File: config.mk
export PLATFORM = sky130hd
export DESIGN_NAME = program_loader
export DESIGN_NICKNAME = d
export VERILOG_FILES = /design/src/rtl/program_loader.sv
export SDC_FILE = /design/constraint.sdc
export NUM_CORES = 1
export LEC_CHECK = 0
export ABC_AREA = 1
export ABC_CLOCK_PERIOD_IN_PS = 1800
export CAP_MARGIN = 20
export CORE_ASPECT_RATIO = 1.1
export CORE_MARGIN = 2
export CORE_UTILIZATION = 37
export DETAILED_ROUTE_END_ITERATION = 10
export GPL_TIMING_DRIVEN = 0
export PLACE_DENSITY_LB_ADDON = 0.1
export SKIP_LAST_GASP = 1
export SLEW_MARGIN = 20
export SYNTH_ARGS = -nofsm -noshare
export SYNTH_HDL_FRONTEND = slang
export SYNTH_SLANG_ARGS = --single-unit
File: constraint.sdc
create_clock -name CLK -period 1.8 [get_ports CLK]
set_clock_uncertainty 0.15 [all_clocks]
set_input_delay 0.45 -clock CLK [delete_from_list [all_inputs] [get_ports CLK]]
set_output_delay 0.45 -clock CLK [all_outputs]
set_load 0.02 [all_outputs]
File: src/rtl/program_loader.sv
// -----------------------------------------------------------------------------
// program_loader
//   Receives a program over a byte stream and writes it into instruction
//   memory one 32-bit word at a time, then releases the core once the stream
//   checksum has been verified.
//
//   Stream: count byte N (1..WORDS), 4*N data bytes (little-endian per word),
//           one checksum byte = XOR of all data bytes.
//
// Ports
//   CLK            clock, all state updates on the rising edge
//   RST            synchronous active-high reset (priority over START)
//   START          pulse: begin a new load (honoured in IDLE, RUN, FAIL)
//   RX_DATA[7:0]   incoming byte
//   RX_VALID       RX_DATA valid; held by the source until accepted
//   RX_READY       loader accepts a byte this cycle
//   W_EN           instruction-memory write strobe (one cycle per word)
//   W_INSTRUCTION  assembled instruction word (held between writes)
//   ADDRESS        instruction-memory word address (held between writes)
//   R_EN           core run enable, high only after a verified load
//   BUSY/DONE/ERR  status: loading / verified load complete / load failed
//
//   Every output is either a register or a decode of the state register, so
//   there is no combinational path from any input to any output.
// -----------------------------------------------------------------------------
module program_loader #(
  parameter int unsigned ADDRESS_BITS = 4
) (
  input  logic                  CLK,
  input  logic                  RST,
  input  logic                  START,
  input  logic [7:0]            RX_DATA,
  input  logic                  RX_VALID,
  output logic                  RX_READY,
  output logic                  W_EN,
  output logic [31:0]           W_INSTRUCTION,
  output logic [ADDRESS_BITS:0] ADDRESS,
  output logic                  R_EN,
  output logic                  BUSY,
  output logic                  DONE,
  output logic                  ERR
);

  localparam int unsigned AW    = ADDRESS_BITS + 1;
  localparam int unsigned WORDS = 1 << AW;
  localparam logic [AW-1:0] IDX_ONE = AW'(1);

  typedef enum logic [2:0] {
    S_IDLE,
    S_COUNT,
    S_DATA,
    S_WRITE,
    S_CHECK,
    S_RUN,
    S_FAIL
  } state_t;

  state_t          state_q, state_d;
  logic [AW-1:0]   word_idx_q, word_idx_d;
  logic [AW-1:0]   last_idx_q, last_idx_d;   // N-1, the final word index
  logic [1:0]      byte_idx_q, byte_idx_d;
  logic [7:0]      csum_q, csum_d;
  logic [23:0]     asm_q, asm_d;             // lanes 0..2 of the word in flight
  logic [AW-1:0]   addr_q, addr_d;
  logic [31:0]     winst_q, winst_d;

  logic            rx_ready;
  logic            accept;
  logic            count_bad;

  // ---------------------------------------------------------------------------
  // Output decode (state register only)
  // ---------------------------------------------------------------------------
  always_comb begin
    rx_ready = (state_q == S_COUNT) || (state_q == S_DATA) || (state_q == S_CHECK);
  end

  assign RX_READY      = rx_ready;
  assign W_EN          = (state_q == S_WRITE);
  assign R_EN          = (state_q == S_RUN);
  assign DONE          = (state_q == S_RUN);
  assign ERR           = (state_q == S_FAIL);
  assign BUSY          = (state_q == S_COUNT) || (state_q == S_DATA) ||
                         (state_q == S_WRITE) || (state_q == S_CHECK);
  assign ADDRESS       = addr_q;
  assign W_INSTRUCTION = winst_q;

  assign accept    = RX_VALID & rx_ready;
  assign count_bad = (RX_DATA == 8'd0) || (32'(RX_DATA) > WORDS);

  // ---------------------------------------------------------------------------
  // Next-state and datapath
  // ---------------------------------------------------------------------------
  always_comb begin
    state_d    = state_q;
    word_idx_d = word_idx_q;
    last_idx_d = last_idx_q;
    byte_idx_d = byte_idx_q;
    csum_d     = csum_q;
    asm_d      = asm_q;
    addr_d     = addr_q;
    winst_d    = winst_q;

    unique case (state_q)
      S_IDLE, S_RUN, S_FAIL: begin
        if (START) begin
          state_d    = S_COUNT;
          word_idx_d = '0;
          byte_idx_d = '0;
          csum_d     = '0;
        end
      end

      S_COUNT: begin
        if (accept) begin
          if (count_bad) begin
            state_d = S_FAIL;
          end else begin
            last_idx_d = AW'(RX_DATA - 8'd1);
            state_d    = S_DATA;
          end
        end
      end

      S_DATA: begin
        if (accept) begin
          csum_d     = csum_q ^ RX_DATA;
          byte_idx_d = byte_idx_q + 2'd1;
          case (byte_idx_q)
            2'd0: asm_d[7:0]   = RX_DATA;
            2'd1: asm_d[15:8]  = RX_DATA;
            2'd2: asm_d[23:16] = RX_DATA;
            default: begin
              // Last lane goes straight into the output word so that
              // W_INSTRUCTION/ADDRESS are already valid in the WRITE cycle.
              winst_d = {RX_DATA, asm_q};
              addr_d  = word_idx_q;
              state_d = S_WRITE;
            end
          endcase
        end
      end

      S_WRITE: begin
        if (word_idx_q == last_idx_q) begin
          state_d = S_CHECK;
        end else begin
          word_idx_d = word_idx_q + IDX_ONE;
          state_d    = S_DATA;
        end
      end

      S_CHECK: begin
        if (accept) begin
          state_d = (RX_DATA == csum_q) ? S_RUN : S_FAIL;
        end
      end

      default: state_d = S_IDLE;
    endcase
  end

  // ---------------------------------------------------------------------------
  // State registers
  // ---------------------------------------------------------------------------
  always_ff @(posedge CLK) begin
    if (RST) begin
      state_q    <= S_IDLE;
      word_idx_q <= '0;
      last_idx_q <= '0;
      byte_idx_q <= '0;
      csum_q     <= '0;
      asm_q      <= '0;
      addr_q     <= '0;
      winst_q    <= '0;
    end else begin
      state_q    <= state_d;
      word_idx_q <= word_idx_d;
      last_idx_q <= last_idx_d;
      byte_idx_q <= byte_idx_d;
      csum_q     <= csum_d;
      asm_q      <= asm_d;
      addr_q     <= addr_d;
      winst_q    <= winst_d;
    end
  end

endmodule

==> results of run 1 <==
[through the flow]
step	setup WS [ps]	area, um2	instances
5_1_grt	-140.9	5147	725
4_1_cts	-115.7	4796	718
3_3_place_gp	-896.7	4476	690
3_5_place_dp	-916.1	4476	690
2_1_floorplan	61.43	3795	517
6_report	-99.39	5147	725
[layout make-up]
type,count,area (um2)
fillers,987,4790
clock buffers,10,127.6
inverters,41,172.7
flip-flops and latches,84,1690
plain buffers,25,217.7
multi-input cells,365,2001
repair buffers,74,715.7
clock inverters,6,72.57
well taps,120,150.1
[power groups by stage]
| stage | clock network [W] | logic, W | registers, W |
|---|---|---|---|
| after detailed placement | 0 | 0.00154 | 0.00214 |
| final | 0.00138 | 0.00190 | 0.00211 |
| after floorplan | 0 | 0.00117 | 0.00211 |
| after global routing | 0.00148 | 0.00208 | 0.00213 |
| after global placement | 0 | 0.00153 | 0.00213 |
| after CTS | 0.00141 | 0.00175 | 0.00212 |
[metal layers]
metal	up-vias	track usage	wire length (um)
met5	-	0	0
met4	0	0.06458	105
met3	7	0.03342	331
met2	55	0.3039	4706
met1	1654	0.2617	5136
li1	1826	-	-
[cells in the final DEF, fill, tap and decap left out, types with 12 or more instances in the layout]
master and n:
buf_4 21, a21oi_1 64, dlygate4sd2_1 40, nor2_1 77
inv_1 29, o21ai_0 12, dfxtp_1 81, nand2_1 92
a21oi_2 22, nand3_1 34
[repair_timing]
action,CTS,global route
endpoints found under the setup margin,51,76
gates resized for setup,99,73
pin swaps,8,8
buffers inserted,12,5
cloned,0,4
[synth_stat cells, drive strengths merged]
cell / instances
a21oi: 86
buf: 16
clkbuf: 11
clkinv: 1
dfxtp: 84
ha: 6
inv: 40
nand2: 107
nand3: 40
nand3b: 3
nand4: 3
nor2: 99
nor3: 2
nor3b: 1
o21ai: 14
or2: 1
xnor2: 2
xor2: 1
[registers in the layout, indices dropped and copies added (netlist names)]
register / count
byte_idx_q: 2
ADDRESS: 5
asm_q: 24
W_INSTRUCTION: 32
state_q: 3
word_idx_q: 5
last_idx_q: 5
csum_q: 8
[cell families (layout without fill, tap and decap cells)]
family,count (synthesis),in the layout,synth area share
compound gates,100,100,0.1339
xor+xnor,3,3,0.006925
fa+ha+maj,6,6,0.01978
buf+inv,68,156,0.08803
flops,84,84,0.4431
simple gates,256,256,0.3083
[worst max-delay path by stage]
stage / end / cells past startpoint / slack (ps)
floorplan: last_idx_q[2] / 8 / 60
global placement: last_idx_q[3] / 9 / -900
detailed placement: last_idx_q[3] / 9 / -920
CTS: BUSY / 7 / -120
global route: R_EN / 5 / -140
finish: BUSY / 6 / -100
[critical path: stages, from the launching register on]
cell     delay, ps
dfxtp_4        390
buf_6          130
nand2_4         70
nand2_4         60
nor2_4         110
nand2_2         60
buf_6          130
==> run summary, run 1 <==
Switching Share: 0.3644
Fin. Hold Viols: 0
Fin nets: 618
Worst path arrival time: 1300 ps
Status: finished with violations
Clock tree buffer depth: 2
Hold Crit Class: flop to flop
Worst hold start: W_INSTRUCTION[7]
Critical Path Fanout Max: 5
Grt total ovfl: 0
Hold path cells: 2
Vias in the first global route: 3261
Mapped Area: 3795 um2
Kind of critical path: flop to primary output
Largest net degree at the start of global routing: 16
CP required: 1200 ps
Final slew viol count: 0
Buffers on Ports: 53
First-pass GRT wire length: 16280 um
Clk Tree Root Cell: clkbuf_8
# diodes: 0
Max cap viols: 0
VDD IR max: 0.4657 mV
Sequential share of the synthesized area: 0.4431
Die width: 100.6 um
Antenna-violating nets left: 0
Routed vias: 3542
# rows: 38
Slew margin rel.: 0.5892
Min Tclk post-route: 1899 ps
First-pass DRT Iterations: 4
Area Growth Syn to Fin: 35.64%
Worst R2R Start: state_q[0]
GRT Total Usage: 0.1907
Initial Util: 0.3819
Total Wirelength: 10280 um
Ys Warns: 0
Synth cell types: 30
Gate power share: 0.352
DIE HEIGHT: 110.2 um
Element type at the critical path start: flop
R2R Setup Slk: -10 ps
I/O pins: 55
H-tree depth: 3
Number of antenna violations at the first check in global routing: 0
Pwr Total: 0.005393 W
Core Region: 9937 um2
Leading area contributor after synthesis: dfxtp_1
Fin util: 0.5180
CTS clk-pin slew, worst paths: 90 ps
RSZ-0062 raised after global routing: yes
Drt initial violations: 104
CTS tree: built
Syn Inst Count: 517
Via density: 4.886
# DRC: 0
Worst hold endpoint: W_INSTRUCTION[7]
Switching pwr: 0.001965 W
Dpl hpwl: 6949 um
Least-Margin Pin Slew: 616.2 ps
Routability cong.: 0.8228
Critical Path End Type: primary output
Num CTS Buffers: 9
Peak Freq: 0.5265 GHz
Hold-fix buffer count after cts: 0
Final WS setup: -99.39 ps
Avg WL per Cell: 14.18 um
Syn_nets: 535
Synth top area share: 0.4431
CTS Sinks: 84
Final setup vio count: 6
Fin crit share: 1.055
CP Launch Point: state_q[1]
Share of post-route cells with drive strength above 1: 0.2380
Mapped Avg Cell Area: 7.340 um2
PD cells: 1048 nW/um2
Pleak: 2.289 nW
Number of synthesized register bits: 84
Clk network pwr share: 0.256
Dominant cells by area after synthesis: dfxtp_1 44%, a21oi_1 11%, nand2_1 9.6%
Worst-Skew Late Latency: 360 ps
Cell internal pwr: 0.003428 W
R2R depth: 10
Total negative slack: -271.0 ps
Die Area: 11080 um2
Hold Slack: 310.4 ps
R2r endpoint: ADDRESS[3]
Sequential share of power: 0.392
Failing checks: negative setup slack
Note: power is estimated with default switching activity, not from simulation.
==> inputs of run 2 (changes only) <==
Settings changed: SLEW_MARGIN 20 to 10.
==> results of run 2 <==
No change in the layout: final DEF, timing and power equal those of run 1.
